`src/rtl/line_cmd_queue.sv`:
```
// Range-checked command FIFO feeding line_drawing_engine over rts/rtr handshakes.
// Optional build macro LINE_CMD_CLIP_EN: clamp out-of-frame coordinates instead of dropping.
module line_cmd_queue #(
    parameter int unsigned DEPTH = 8,
    parameter int unsigned AW    = 3,
    parameter int unsigned H_RES = 640,
    parameter int unsigned V_RES = 480
) (
    input  logic          clk,
    input  logic          rst_,
    input  logic          flush,
    input  logic [51:0]   in_op,
    input  logic          in_rts,
    output logic          in_rtr,
    output logic [51:0]   out_op,
    output logic          out_rts,
    input  logic          out_rtr,
    output logic [AW:0]   count,
    output logic [7:0]    drop_cnt,
    output logic          err
);

    localparam logic [AW:0]   FullCnt = DEPTH[AW:0];
    localparam logic [AW-1:0] PtrOne  = {{(AW-1){1'b0}}, 1'b1};
    localparam logic [AW:0]   CntOne  = {{AW{1'b0}}, 1'b1};
    localparam logic [9:0]    HLim    = H_RES[9:0];
    localparam logic [9:0]    VLim    = V_RES[9:0];

    logic [51:0]   mem_q [DEPTH];
    logic [AW-1:0] wr_ptr_q, rd_ptr_q;
    logic [AW:0]   count_q, count_d;
    logic [7:0]    drop_cnt_q;
    logic          err_q;

    logic [9:0]    x0, y0, x1, y1;
    logic          legal, in_xfc, out_xfc, do_write, reject;
    logic [51:0]   wr_op;

    assign x0 = in_op[51:42];
    assign y0 = in_op[41:32];
    assign x1 = in_op[31:22];
    assign y1 = in_op[21:12];

    assign legal   = (x0 < HLim) && (x1 < HLim) && (y0 < VLim) && (y1 < VLim);
    assign in_rtr  = (count_q != FullCnt) && !flush;
    assign out_rts = (count_q != '0);
    assign in_xfc  = in_rts && in_rtr;
    assign out_xfc = out_rts && out_rtr;
    assign reject  = in_xfc && !legal;

`ifdef LINE_CMD_CLIP_EN
    // Clamped commands are still queued; err/drop_cnt then count clamp events.
    assign wr_op = {(x0 < HLim) ? x0 : HLim - 10'd1,
                    (y0 < VLim) ? y0 : VLim - 10'd1,
                    (x1 < HLim) ? x1 : HLim - 10'd1,
                    (y1 < VLim) ? y1 : VLim - 10'd1,
                    in_op[11:0]};
    assign do_write = in_xfc;
`else
    assign wr_op    = in_op;
    assign do_write = in_xfc && legal;
`endif

    always_comb begin
        count_d = count_q;
        unique case ({do_write, out_xfc})
            2'b10:   count_d = count_q + CntOne;
            2'b01:   count_d = count_q - CntOne;
            default: count_d = count_q;
        endcase
    end

    always_ff @(posedge clk) begin
        if (rst_) begin
            wr_ptr_q   <= '0;
            rd_ptr_q   <= '0;
            count_q    <= '0;
            drop_cnt_q <= '0;
            err_q      <= 1'b0;
        end else begin
            err_q <= reject;
            if (reject && (drop_cnt_q != 8'hFF)) begin
                drop_cnt_q <= drop_cnt_q + 8'd1;
            end
            // A pop in the flush cycle is consumed simply by clearing the pointers.
            if (flush) begin
                wr_ptr_q <= '0;
                rd_ptr_q <= '0;
                count_q  <= '0;
            end else begin
                if (do_write) wr_ptr_q <= wr_ptr_q + PtrOne;
                if (out_xfc)  rd_ptr_q <= rd_ptr_q + PtrOne;
                count_q <= count_d;
            end
        end
    end

    always_ff @(posedge clk) begin
        if (do_write) begin
            mem_q[wr_ptr_q] <= wr_op;
        end
    end

    assign out_op   = out_rts ? mem_q[rd_ptr_q] : 52'b0;
    assign count    = count_q;
    assign drop_cnt = drop_cnt_q;
    assign err      = err_q;

endmodule

```
`config.mk`:
```
export PLATFORM = sky130hd
export DESIGN_NAME = line_cmd_queue
export DESIGN_NICKNAME = d
export VERILOG_FILES = /design/src/rtl/line_cmd_queue.sv
export SDC_FILE = /design/constraint.sdc
export NUM_CORES = 1
export LEC_CHECK = 0
export BUFFER_PORTS_ARGS = -buffer_cell sky130_fd_sc_hd__buf_2
export CAP_MARGIN = 20
export CORE_ASPECT_RATIO = 0.75
export CORE_MARGIN = 3
export CORE_UTILIZATION = 58
export CTS_CLUSTER_SIZE = 28
export DETAILED_ROUTE_END_ITERATION = 10
export GPL_TIMING_DRIVEN = 0
export PLACE_DENSITY = 0.84
export SLEW_MARGIN = 20
export SYNTH_ARGS = -nofsm -noshare
export SYNTH_HDL_FRONTEND = slang
export SYNTH_SLANG_ARGS = --single-unit
```
`constraint.sdc`:
```
create_clock -name clk -period 8.6 [get_ports clk]
set_input_delay 0 -clock clk [delete_from_list [all_inputs] [get_ports clk]]
set_output_delay 0 -clock clk [all_outputs]
set_load 0.05 [all_outputs]
```
==> results.py, run 1 <==
metrics = {
    "clock_tree": {
        "postCtsSetupRepairBufs": 0,
        "clkSinkCount": 438,
        "clockBufferDepth": 3,
        "tritoncts": "done",
        "cts_root_buf": "clkbuf_16",
        "ctsResizeCount": 0,
        "insertion_delay_ns": 0.54,
        "cts_made_buffers": 42,
        "clkTransAtPathRegs_ns": 0.06,
        "ctsHtreeMaxLevel": 2,
    },
    "synth": {
        "synthFlopType": "edfxtp_1",
        "synth_xor_xnor_area_share": 0.00414,
        "ys_ff_latch": 438,
        "yosysUniqueCellTypes": 41,
        "synth_area_per_cell_sq_um": 21.2,
        "syn_nets": 862,
        "syn_inst": 799,
        "synth-adder-area-share": 0.00444,
        "yosysSeqAreaShare": 0.765,
        "syn-cell-area_sq_um": 16900,
        "synth-warning-count": 0,
        "yosysTopAreaCellShare": 0.739,
        "synth-edff-count": 416,
        "synth_async_sr_flop_share": 0,
        "synth_compound_area_frac": 0.00866,
        "synth_top_area_cell": "edfxtp_1",
        "synthSimpleGateAreaFrac": 0.0341,
        "synth_mux_area_frac": 0.170,
        "ys_top_cells_by_area": "edfxtp_1 74%, mux4_2 14%, mux2i_1 3.2%",
        "synth_top_family_by_area": "multiplexers",
    },
    "setup_path": {
        "cp.arrival_ns": 3.80,
        "cp_cell_sequence": "nor3_1 -> a21oi_2 -> buf_4 -> nand3_2 -> nor4_2 -> buf_2 -> buf_2 -> buf_4 -> buf_4 -> buf_2",
        "path_buf_inv": 6,
        "crit_family": "buffers and inverters",
        "slowest_delay_ns": 0.72,
        "startpoint_type": "flop",
        "crit_path_end_kind": "flop",
        "crit_slowest_cell": "nor4_2",
        "crit_fanout": 10,
        "crit_type": "flop to flop",
        "cp.required_ns": 8.85,
    },
    "layout": {
        "area.growth.synth_to_final_pct": 20.6,
        "utilization": 0.718,
        "diodes": 0,
        "drive_above_1_share": 0.347,
        "fill_cells": 1701,
        "fin_nets": 1144,
    },
    "sta": {
        "tightestPinTransition_ns": 0.909,
        "fin_crit_sh": 0.412,
        "fin_ws_ns": 5.06,
        "final_max_slew_viol_count": 0,
        "final_hold_viol_count": 0,
        "slew_headroom": 0.390,
        "finalCriticalPeriod_ns": 3.54,
        "skew_ns": 0.0204,
        "grt_setup_unrepaired": "no",
        "clock.fmax_mhz": 282,
        "setup_viol": 0,
    },
    "route": {
        "avgViaCountPerCell": 5.96,
        "drcViolationCount": 0,
        "num_vias": 8932,
        "first_pass_iters": 5,
        "ant_nets": 0,
        "routed_wl_um": 37500,
        "first_iter_violations": 860,
        "routedWlPerCell_um": 25.0,
    },
    "placement": {
        "io_buffers": 122,
        "place_ws_ns": 5.16,
        "routabilityCongestion": 0.758,
        "dp_hpwl_um": 23500,
    },
    "pwr": {
        "ir_drop_v": 0.000183,
        "p_total_mw": 4.21,
        "p_per_area_nw_per_um2": 206,
        "p_leak_nw": 6.79,
    },
    "die": {
        "dieArea_sq_um": 31300,
        "dieHeight_um": 154,
        "io_pins": 124,
        "rows": 53,
        "die_x_um": 203,
        "coreArea_sq_um": 28400,
        "start_util": 0.596,
    },
    "global_route": {
        "met1_usage": 0.340,
        "grt_pass1_vias": 9337,
        "grt_max_degree": 21,
        "grt_usage": 0.245,
        "grt_pass1_wl_um": 57200,
        "grt_use_met2": 0.407,
        "grt.busiest_layer": "met2",
        "overflow": 0,
        "grtUsageMet3": 0.0468,
        "antenna_found_initial": 0,
    },
    "status": {
        "outcome": "complete, no violations",
    },
    "job": {
        "cap_violations": 0,
    },
    "worst_hold_path": {
        "min_path_type": "input pin to flop",
    },
}
[synthesized netlist by cell type, types with 4 or more instances]
library cell and number:
edfxtp_1 416, mux4_2 104, nor2_1 66, mux2i_1 54, dfxtp_1 22, clkbuf_1 17, buf_2 14, a21oi_1 10
nand2_1 9, o21ai_0 9, buf_4 8, ha_1 6, nand3_1 6, nand4_1 5, nor3_1 5, or3_1 5
xor2_1 5, buf_1 4
[cell type report]
| class | count | area, sq um | area share |
|---|---|---|---|
| flip-flops and latches | 438 | 12900 | 0.634 |
| multi-input cells | 315 | 3800 | 0.186 |
| repair buffers | 238 | 1630 | 0.0798 |
| clock buffers | 52 | 1130 | 0.0554 |
| well taps | 385 | 482 | 0.0236 |
| plain buffers | 44 | 220 | 0.0108 |
| clock inverters | 25 | 196 | 0.00963 |
| inverters | 2 | 7.51 | 0.000368 |
[power breakdown]
| part | total [mW] | switching [mW] | internal [mW] |
|---|---|---|---|
| logic | 0.0928 | 0.0551 | 0.0378 |
| registers | 2.34 | 0.00205 | 2.34 |
| clock network | 1.78 | 0.756 | 1.02 |
| total | 4.21 | 0.813 | 3.40 |
[what timing repair did]
action                                  4_1_cts  5_1_grt
hold endpoints to repair                    426        0
hold buffers                                 55        0
endpoints found under the setup margin        0        0
[cells by family (layout without fill, tap and decap cells)]
group | after synthesis | in the layout
AOI/OAI and AO/OA | 26 | 26
xor gates and xnor gates | 8 | 8
adders and majority gates | 6 | 6
buffers and inverters | 46 | 361
DFF | 438 | 438
muxes | 158 | 158
and+or+nand+nor | 117 | 117
[routing by layer]
layer	up-vias	routed length [um]	share of wire
li1	3845	-	-
met1	4589	14800	0.40
met5	-	0	0
met3	76	2680	0.071
met2	422	19100	0.51
met4	0	941	0.025
[flip-flops by register name (all words and copies together) (netlist names), named ones only]
name,cells
wr_ptr_q,3
rd_ptr_q,3
mem_q,416
drop_cnt,8
count,4
err,1
[per-stage QoR]
| stage | setup TNS, ns | cells | area [sq um] | hold slack [ns] |
|---|---|---|---|---|
| 2_1_floorplan | 0 | 799 | 16900 | 0.0989 |
| 3_3_place_gp | -603.72 | 1306 | 18000 | 0.265 |
| 3_5_place_dp | 0 | 1367 | 18500 | 0.270 |
| 4_1_cts | 0 | 1499 | 20400 | 0.00841 |
| 5_1_grt | 0 | 1499 | 20400 | 0.0725 |
| 6_report | 0 | 1499 | 20400 | 0.0447 |
[layout by cell type, fill, tap and decap left out, drive strengths merged, types with 6 or more instances in the layout]
master       count
edfxtp         416
nand3            7
nor2            66
buf            210
dlygate4sd3     55
o21ai            9
clkbuf          69
mux2i           54
nand2            9
dfxtp           22
a21oi           11
clkinv          21
mux4           104
ha               6
[worst paths after layout]
check | slack [ns] | depth (start not counted) | to | startpoint
setup / recovery | 5.06 | 10 | mem_q[0][26] | count[2]
hold / removal | 0.04 | 5 | rd_ptr_q[0] | out_rtr
setup reg to reg | 5.06 | 10 | mem_q[0][26] | count[2]
hold reg to reg | 0.52 | 2 | drop_cnt[0] | drop_cnt[0]
[worst reg2reg max path, delay by kind of cell (launching register included)]
family                 cells  cell delay, ns
buffers and inverters      6            1.39
AND/OR/NAND/NOR            3            1.09
flip-flops                 1            0.52
AO/OA/AOI/OAI              1            0.27
No activity file was read; power rests on OpenSTA's default activity.
==> run 2: changes to the inputs <==
- clock period: 8.6 -> 3.6 ns (I/O delays scaled with it)
==> results.py, run 2 (synthesis gave the netlist of run 1 again) <==
metrics = {
    "setup_path": {
        "timing.rr.start": "count[1]",
        "rrSetupSlack_ns": 0.49,
        "cp.arrival_ns": 3.52,
        "reg2reg_to": "count[2]",
        "crit_slowest_cell": "nor3b_4",
        "crit_family": "buffers and inverters",
        "crit_path_end_kind": "flop",
        "crit_fanout": 12,
        "slowest_delay_ns": 0.78,
        "cp.depth": 12,
        "cp_cell_sequence": "dlygate4sd3_1 -> buf_2 -> o21ai_0 -> and4_4 -> and2_4 -> buf_6 -> buf_4 -> nand3_1 -> nor3b_4 -> buf_8 -> buf_6 -> buf_8",
        "crit_type": "input pin to flop",
        "cp.required_ns": 3.83,
        "reg2regPathDepth": 12,
        "startpoint_type": "input pin",
        "path_buf_inv": 7,
    },
    "status": {
        "outcome": "complete, no violations",
    },
    "route": {
        "routed_wl_um": 37500,
        "first_iter_violations": 944,
        "ant_nets": 0,
        "first_pass_iters": 5,
        "num_vias": 8890,
        "routedWlPerCell_um": 25.6,
        "avgViaCountPerCell": 6.05,
        "drcViolationCount": 0,
    },
    "layout": {
        "finalInstanceArea_sq_um": 20400,
        "largest_reg_flops": 416,
        "area.growth.synth_to_final_pct": 20.7,
        "drive_above_1_share": 0.337,
        "fin_nets": 1121,
        "utilization": 0.719,
        "layout_common_cells": "416 x edfxtp_1, 136 x buf_2, 104 x mux4_2",
        "largest_register": "mem_q",
        "mostFrequentLayoutCell": "edfxtp_1",
        "diodes": 0,
    },
    "global_route": {
        "grt_pass1_vias": 9639,
        "grt.busiest_layer": "met2",
        "grt_pass1_wl_um": 57800,
        "grt_max_degree": 20,
        "grt_use_met2": 0.388,
        "grtUsageMet3": 0.0576,
        "overflow": 0,
        "antenna_found_initial": 2,
        "grt_usage": 0.246,
        "met1_usage": 0.355,
    },
    "sta": {
        "finalCriticalPeriod_ns": 3.29,
        "final_max_slew_viol_count": 0,
        "tightestPinTransition_ns": 0.920,
        "clock.fmax_mhz": 304,
        "slew_headroom": 0.382,
        "grt_setup_unrepaired": "no",
        "skew_ns": 0.0166,
        "setup_viol": 0,
        "final_hold_viol_count": 0,
        "fin_crit_sh": 0.913,
        "fin_hold_ws_ns": 0.0851,
    },
    "worst_hold_path": {
        "hold_path_depth": 5,
        "hold_start": "out_rtr",
        "min_path_type": "input pin to flop",
    },
    "clock_tree": {
        "insertion_delay_ns": 0.52,
        "postCtsSetupRepairBufs": 0,
        "tritoncts": "done",
        "ctsHtreeMaxLevel": 2,
        "cts_root_buf": "clkbuf_16",
        "cts_made_buffers": 40,
        "clkTransAtPathRegs_ns": 0.07,
        "clkSinkCount": 438,
        "clockBufferDepth": 3,
    },
    "die": {
        "start_util": 0.596,
        "dieHeight_um": 154,
        "dieArea_sq_um": 31300,
        "rows": 53,
        "io_pins": 124,
        "die_x_um": 203,
        "coreArea_sq_um": 28400,
    },
    "placement": {
        "io_buffers": 122,
        "placed_area_sq_um": 18600,
        "dp_hpwl_um": 23300,
        "routabilityCongestion": 0.790,
    },
    "pwr": {
        "p_leak_nw": 6.66,
        "ir_drop_v": 0.000290,
        "p_per_area_nw_per_um2": 485,
    },
    "job": {
        "cap_violations": 0,
    },
}
run 2: cell types whose count changed in the layout (fill, tap and decap cells not counted), moves of 3 or more:
cell and change:
buf_4 -25, buf_2 -19, buf_6 +12, buf_8 +10
clkinv_1 -4, buf_16 +3, dfxtp_1 -3
run 2: cell type report:
class | instances | area (sq um)
Clock buffer | 48 | 1060
Timing Repair Buffer | 217 | 1670
Fill cell | 1707 | 7980
Inverter | 2 | 7.51
Clock inverter | 20 | 176
Multi-Input combinational cell | 315 | 3850
Tap cell | 385 | 482
Buffer | 44 | 220
Sequential cell | 438 | 12900
run 2: power breakdown:
group / switching [mW] / total (mW) / internal (mW) / leakage, nW
combinational: 0.133 / 0.223 / 0.0907 / 2.13
sequential: 0.00500 / 5.58 / 5.58 / 3.92
clock: 1.78 / 4.10 / 2.32 / 0.618
total: 1.92 / 9.90 / 7.99 / 6.66
run 2: routing by layer:
layer | part of all wire | wire length (um)
met4 | 0.025 | 925
met5 | 0.00056 | 21
met3 | 0.093 | 3480
met1 | 0.40 | 15000
met2 | 0.48 | 18200
run 2: how the worst max path moves through the flow:
| stage | from | to | slack [ns] |
|---|---|---|---|
| floorplan | count[1] | mem_q[2][0] | 0.04 |
| global placement | count[1] | mem_q[2][4] | -1.45 |
| detailed placement | in_op[29] | mem_q[3][14] | 0.34 |
| CTS | in_op[29] | mem_q[3][16] | 0.31 |
| global route | in_op[30] | mem_q[3][13] | 0.16 |
| finish | in_op[30] | mem_q[3][11] | 0.31 |
run 2: what timing repair did:
item	CTS	global route
setup endpoints to repair	0	0
hold buffers	55	0
endpoints found under the hold margin	426	0
gates resized for setup	0	0
run 2: stage by stage:
stage	setup TNS [ns]	power, mW	std cells	setup slack, ns
floorplan	0	5.76	799	0.0443
detailed placement	0	5.86	1346	0.343
CTS	0	9.96	1469	0.307
finish	0	9.90	1469	0.311
global route	0	10.2	1469	0.159
global placement	-445.28	5.85	1306	-1.45
run 2: worst min-delay path, cell delays in order:
cell     delay (ns)
buf_2          0.07
and2_1         0.11
buf_2          0.20
xnor2_1        0.11
nor2_1         0.08
